**config.mk**
```make
export PLATFORM = sky130hd
export DESIGN_NAME = ov7670_stream_tx
export DESIGN_NICKNAME = d
export VERILOG_FILES = /design/src/rtl/ov7670_pkg.sv /design/src/rtl/ov7670_pattern_gen.sv /design/src/rtl/ov7670_stream_tx.sv
export SDC_FILE = /design/constraint.sdc
export NUM_CORES = 1
export LEC_CHECK = 0
export ABC_AREA = 1
export BUFFER_PORTS_ARGS = -buffer_cell sky130_fd_sc_hd__buf_2
export CORE_ASPECT_RATIO = 2
export CORE_MARGIN = 2
export CORE_UTILIZATION = 25
export DETAILED_ROUTE_END_ITERATION = 8
export GPL_ROUTABILITY_DRIVEN = 0
export RECOVER_POWER = 25
export SLEW_MARGIN = 20
export SYNTH_ARGS = -nofsm -noshare
export SYNTH_HDL_FRONTEND = slang
export SYNTH_HIERARCHICAL = 1
export SYNTH_SLANG_ARGS = --single-unit
```
**constraint.sdc**
```tcl
create_clock -name clk -period 3.05 [get_ports clk]
set_clock_uncertainty 0.2 [all_clocks]
set_input_delay 0.915 -clock clk [delete_from_list [all_inputs] [get_ports clk]]
set_output_delay 0.915 -clock clk [all_outputs]
set_load 0.1 [all_outputs]
```
**src/rtl/ov7670_pkg.sv**
```systemverilog
// ov7670_pkg: shared FSM states, pattern modes and bar colours for the OV7670 sensor emulator.
package ov7670_pkg;
    typedef enum logic [2:0] {IDLE, VSYNC, VBACK, ACTIVE, VFRONT} state_t;
    localparam logic [1:0] MODE_BARS  = 2'd0;
    localparam logic [1:0] MODE_RAMP  = 2'd1;
    localparam logic [1:0] MODE_CHECK = 2'd2;
    localparam logic [1:0] MODE_SOLID = 2'd3;
    // Entry 0 is the rightmost element: white, yellow, cyan, green, magenta, red, blue, black.
    localparam logic [7:0][11:0] BAR_RGB = {12'h000, 12'h00F, 12'hF00, 12'hF0F,
                                            12'h0F0, 12'h0FF, 12'hFF0, 12'hFFF};
endpackage

```
**src/rtl/ov7670_pattern_gen.sv**
```systemverilog
// ov7670_pattern_gen: combinational RGB444 test-pattern colour for pixel (x, y).
module ov7670_pattern_gen
    import ov7670_pkg::*;
#(
    parameter int H_ACTIVE = 640
) (
    input  logic [15:0] x_i,
    input  logic        y5_i,
    input  logic [1:0]  mode_i,
    input  logic [11:0] solid_rgb_i,
    input  logic        parity_i,
    output logic [11:0] rgb_o
);
    logic [2:0] bar;
    always_comb begin
        bar   = 3'(x_i / 16'(H_ACTIVE / 8));
        rgb_o = mode_i == MODE_BARS  ? BAR_RGB[bar] :
                mode_i == MODE_RAMP  ? {3{x_i[7:4]}} :
                mode_i == MODE_CHECK ? {12{x_i[5] ^ y5_i ^ parity_i}} : solid_rgb_i;
    end
endmodule

```
**src/rtl/ov7670_stream_tx.sv**
```systemverilog
// ov7670_stream_tx: OV7670-style VSYNC/HREF/D transmitter streaming RGB444 test frames.
module ov7670_stream_tx
    import ov7670_pkg::*;
#(
    parameter int H_ACTIVE      = 640,
    parameter int V_ACTIVE      = 480,
    parameter int H_BLANK       = 288,
    parameter int VSYNC_LINES   = 3,
    parameter int V_BACK_LINES  = 17,
    parameter int V_FRONT_LINES = 10
) (
    input  logic        clk,
    input  logic        rst_n,
    input  logic        enable,
    input  logic [1:0]  mode,
    input  logic [11:0] solid_rgb,
    output logic        vsync,
    output logic        href,
    output logic [7:0]  d,
    output logic        busy,
    output logic        frame_done,
    output logic [7:0]  frame_cnt
);
    localparam int L    = 2 * H_ACTIVE + H_BLANK;
    localparam int M1   = VSYNC_LINES > V_BACK_LINES ? VSYNC_LINES : V_BACK_LINES;
    localparam int M2   = V_ACTIVE > V_FRONT_LINES ? V_ACTIVE : V_FRONT_LINES;
    localparam int MAXL = M1 > M2 ? M1 : M2;
    localparam int CW   = $clog2(L);
    localparam int LW   = $clog2(MAXL + 1);

    state_t         state_q, state_d;
    logic [CW-1:0]  col_q, col_d;
    logic [LW-1:0]  line_q, line_d, n_lines;
    logic [1:0]     mode_q;
    logic [11:0]    solid_q, rgb;
    logic [15:0]    x;
    logic           y5, line_end, state_end, frame_end, start, act;
    logic           vsync_q, href_q, busy_q, done_q;
    logic [7:0]     d_q, d_d, cnt_q;

    always_comb begin
        line_end  = col_q == CW'(L - 1);
        n_lines   = state_q == VSYNC  ? LW'(VSYNC_LINES) :
                    state_q == VBACK  ? LW'(V_BACK_LINES) :
                    state_q == ACTIVE ? LW'(V_ACTIVE) : LW'(V_FRONT_LINES);
        state_end = line_end && line_q == n_lines - 1'b1;
        frame_end = state_q == VFRONT && state_end;
        start     = enable && (state_q == IDLE || frame_end);
        state_d   = state_q;
        case (state_q)
            IDLE:    state_d = enable ? VSYNC : IDLE;
            VSYNC:   if (state_end) state_d = VBACK;
            VBACK:   if (state_end) state_d = ACTIVE;
            ACTIVE:  if (state_end) state_d = VFRONT;
            default: if (state_end) state_d = enable ? VSYNC : IDLE;
        endcase
        col_d  = state_q == IDLE || line_end ? '0 : col_q + 1'b1;
        line_d = state_q == IDLE || state_end ? '0 : line_end ? line_q + 1'b1 : line_q;
        x      = 16'(col_q >> 1);
        y5     = |(16'(line_q) & 16'h0020);
        act    = state_q == ACTIVE && col_q < CW'(2 * H_ACTIVE);
        // Even byte carries R in the low nibble, odd byte carries {G,B}.
        d_d    = !act ? 8'h00 : col_q[0] ? rgb[7:0] : {4'h0, rgb[11:8]};
    end

    ov7670_pattern_gen #(.H_ACTIVE(H_ACTIVE)) u_pat (
        .x_i(x), .y5_i(y5), .mode_i(mode_q), .solid_rgb_i(solid_q),
        .parity_i(cnt_q[0]), .rgb_o(rgb)
    );

    always_ff @(posedge clk or negedge rst_n) begin
        if (!rst_n) begin
            state_q <= IDLE;
            col_q   <= '0;
            line_q  <= '0;
            mode_q  <= MODE_BARS;
            solid_q <= '0;
            vsync_q <= 1'b0;
            href_q  <= 1'b0;
            d_q     <= '0;
            busy_q  <= 1'b0;
            done_q  <= 1'b0;
            cnt_q   <= '0;
        end else begin
            state_q <= state_d;
            col_q   <= col_d;
            line_q  <= line_d;
            if (start) begin
                mode_q  <= mode;
                solid_q <= solid_rgb;
            end
            vsync_q <= state_q == VSYNC;
            href_q  <= act;
            d_q     <= d_d;
            busy_q  <= state_q != IDLE;
            done_q  <= frame_end;
            cnt_q   <= frame_end ? cnt_q + 8'd1 : cnt_q;
        end
    end

    assign vsync      = vsync_q;
    assign href       = href_q;
    assign d          = d_q;
    assign busy       = busy_q;
    assign frame_done = done_q;
    assign frame_cnt  = cnt_q;
endmodule

```
==> parameters.txt <==
Parameter                              Value

Setup path
  Endpoint kind of the worst setup timing path    flop
  Depth of the most critical reg-to-reg path    17
  Kind of start point of the critical path    flop
  Required time of the critical path    3.07 ns
  Reg2Reg Setup Slack    0.36 ns
  Slowest stage cell on the critical path    sky130_fd_sc_hd__dfrtp_1
  Startpoint of the worst register-to-register path    state_q[2]
  Worst path max stage delay    0.43 ns
  Critical path peak fanout    15
  R2R Path End    solid_q[3]
  Arrival time worst endpoint    2.71 ns
  Crit-path most repeated cell    sky130_fd_sc_hd__nand2_1
  Ordered list of cells on the worst path    inv_1 > nand2_2 > nand2_2 > nand2_2 > ha_1 > inv_1 > nand2_1 > nand2_1 > nand2_1 > nand2_1 > nand3_1 > nor2_4 > nand3_4 > nand2_4 > nand2_4 > nand2_1 > nand2_1
  Type of the setup path with the least slack    flop to flop

Placed design
  Quantity of I/O buffers inserted on ports    36
  Pre-CTS setup slack    0.438 ns
  Placed cell count    807
  Sum of net half-perimeters after detailed placement    6580 um

Global route
  Congestion Overflow GR    0
  Number of global-route vias before repair    3,383
  Global-route total usage across every layer    0.114
  Antenna violations before repair    0
  Maximum number of pins on one net before global-route repair    58
  First-pass GRT wire length    15,300 um

Synth
  Asr flop ratio synth    1.00
  Count of flip-flops with a built-in enable after synthesis    0
  Yosys cell types    35
  Cells taking the most area after synthesis    sky130_fd_sc_hd__dfrtp_1 37%, sky130_fd_sc_hd__nand2_1 17%, sky130_fd_sc_hd__nand3_1 9.2%
  Mapped Cells    557
  Sequential-to-total area share from yosys stat    0.373
  Most common library cells after synthesis    171 x sky130_fd_sc_hd__nand2_1, 70 x sky130_fd_sc_hd__nand3_1, 61 x sky130_fd_sc_hd__inv_1
  Average instance area after synthesis    6.87 um^2
  Yosys top cell by area    sky130_fd_sc_hd__dfrtp_1
  Most used standard cell by instance count after synthesis    sky130_fd_sc_hd__nand2_1
  Synth Warn #    6
  Proportion of netlist area held by the largest area contributor    0.373
  Number of synthesized register bits    57
  Cell area after synthesis    3830 um^2
  Most used flip-flop cell after synthesis    sky130_fd_sc_hd__dfrtp_1

Timing
  Final WS setup    0.362 ns
  Final critical-path share of the clock period    0.881
  Fmax    372 MHz
  Number of hold-slack violations in the final timing report    0
  Pin slew with the least headroom to its limit    1.42 ns
  Final setup violation count    0
  Unrepaired setup endpoints after global routing    no
  Max-slew headroom    0.0557
  Fin crit period    2.69 ns
  Total Negative Setup Slacks    0 ns
  Final Max Tran Viols    0

Hold path
  Path type of the worst min-delay path    flop to flop
  Hold Crit Depth    2
  Hold endpoint    solid_q[5]
  Worst min-delay path startpoint    solid_q[5]

Floorplan
  Number of placement rows    64
  Width of the die    91.5 um
  Die span in y    179 um
  Die ar.    16,400 um^2
  Count of boundary I/O pins    37
  Placeable core region    15,100 um^2
  Starting Density    0.253

Detailed routing
  Top Metal Used    met4
  Sum of met2 wire segment lengths after detailed routing    4010 um
  Detail-routed net length per standard cell    10.4 um
  DRT antenna net count    0
  Initial drt markers    267
  Routed Wire Length    8540 um
  Overall via count from detail_route    3,571
  Vias per std cell    4.34
  TritonRoute pass-1 iters    4
  Detail Route met3 WL    323 um
  DRC viols    0
  Total routed wire length on the met1 layer    4080 um

Clock tree
  Clock root cell    sky130_fd_sc_hd__clkbuf_16
  Number of H-tree levels    3
  Resized cells post-CTS    0
  Longest Clk Path Bufs    2
  Source-to-sink clock delay at the later pin of the worst-skew pair    0.33 ns
  Clock buffer count from CTS    9
  Clk slew on worst S/H paths    0.05 ns
  CTS sink cnt    57
  Post-CTS Hold Buffers    0
  Buffers inserted during post-CTS setup optimization    0
  Clock tree from TritonCTS    built

Final layout
  Fillers    1,622
  Final Non-Filler Cells    823
  Multi-input logic area    2150 um^2
  Relative area change from synthesis to final layout    20.6%
  Sequential cell area    1430 um^2
  Final net count    641
  Antenna cell count    0
  Fraction of final layout cells with drive strength greater than 1    0.181

Power
  Static Leakage    0.00256 uW
  Power density normalized to cell area    598 nW/um^2
  Worst ir drop on vdd    311 uV

Flow run
  Number of maximum-capacitance constraint violations    0

Outcome
  Status    finished, final reports clean
state kept, by name (all words and copies together) (netlist names):
signal and flops:
busy 1, d 8, frame_cnt 8, href 1, state_q 3, col_q 11, mode_q 2, vsync 1
frame_done 1, solid_q 12, line_q 9
per-stage QoR:
stage	utilization	power (uW)	hold WS (ns)	cell area (um^2)
finish	0.305	2760	0.277	4610
global route	0.305	3010	0.299	4610
CTS	0.306	2770	0.277	4630
detailed placement	0.285	1700	0.263	4320
global placement	0.285	1690	0.261	4320
floorplan	-	1570	0.242	3910
layer usage:
layer	vias up	global-route usage
met5	-	0
met4	0	0.0505
met3	12	0.0189
met2	59	0.183
met1	1615	0.150
li1	1885	-
report_power, final:
part	internal (uW)	switching, uW	total (uW)
registers	758	0	758
clock network	709	341	1050
logic	331	623	954
cells by family (layout without fill, tap and decap cells):
group,Yosys count,after routing,share of synthesized area
other cells,1,23,0.000980
mux,1,1,0.00360
fa+ha+maj,4,4,0.0131
compound gates,52,52,0.0755
simple gates,345,345,0.419
xor+xnor,12,12,0.0275
buf+inv,85,131,0.0879
flops,57,57,0.373
worst max-delay path: cells and delay by family (launching register included):
family | cells | cell delay (ns)
simple gates | 14 | 1.45
fa+ha+maj | 1 | 0.22
buf+inv | 2 | 0.30
flops | 1 | 0.43
worst max-delay path by stage:
stage / end / cells past startpoint / startpoint
final: solid_q[3] / 17 / state_q[2]
after global routing: solid_q[9] / 17 / state_q[2]
after CTS: solid_q[11] / 17 / state_q[2]
after detailed placement: solid_q[11] / 17 / state_q[2]
after global placement: solid_q[3] / 17 / state_q[2]
after floorplan: mode_q[0] / 18 / state_q[2]
layout make-up:
type | instances | area share
sequential | 57 | 0.309
inverter | 77 | 0.0626
clock inverter | 6 | 0.0179
clock buffer | 10 | 0.0496
multi-input combinational | 437 | 0.465
timing repair buffer | 38 | 0.0418
tap | 198 | 0.0537
cell usage in the layout (no fill, tap or decap), types with 2 or more instances in the layout:
cell type / count
sky130_fd_sc_hd__o21ai_1: 7
sky130_fd_sc_hd__a21oi_1: 33
sky130_fd_sc_hd__and3_1: 2
sky130_fd_sc_hd__o21ai_0: 3
sky130_fd_sc_hd__clkbuf_16: 9
sky130_fd_sc_hd__o2111ai_1: 2
sky130_fd_sc_hd__conb_1: 23
sky130_fd_sc_hd__clkinv_2: 3
sky130_fd_sc_hd__nand2_4: 4
sky130_fd_sc_hd__inv_2: 14
sky130_fd_sc_hd__nor3_1: 11
sky130_fd_sc_hd__a21oi_2: 2
sky130_fd_sc_hd__nand2_2: 23
sky130_fd_sc_hd__buf_2: 36
sky130_fd_sc_hd__nand2_1: 171
sky130_fd_sc_hd__nand3_2: 9
sky130_fd_sc_hd__nand4_1: 7
sky130_fd_sc_hd__nor2_1: 39
sky130_fd_sc_hd__nand3_1: 70
sky130_fd_sc_hd__nor2_2: 5
sky130_fd_sc_hd__ha_1: 4
sky130_fd_sc_hd__inv_1: 62
sky130_fd_sc_hd__xor2_1: 8
sky130_fd_sc_hd__o211ai_1: 2
sky130_fd_sc_hd__xnor2_1: 4
sky130_fd_sc_hd__bufinv_16: 2
sky130_fd_sc_hd__dfrtp_1: 57
No activity file was read; power rests on OpenSTA's default activity.
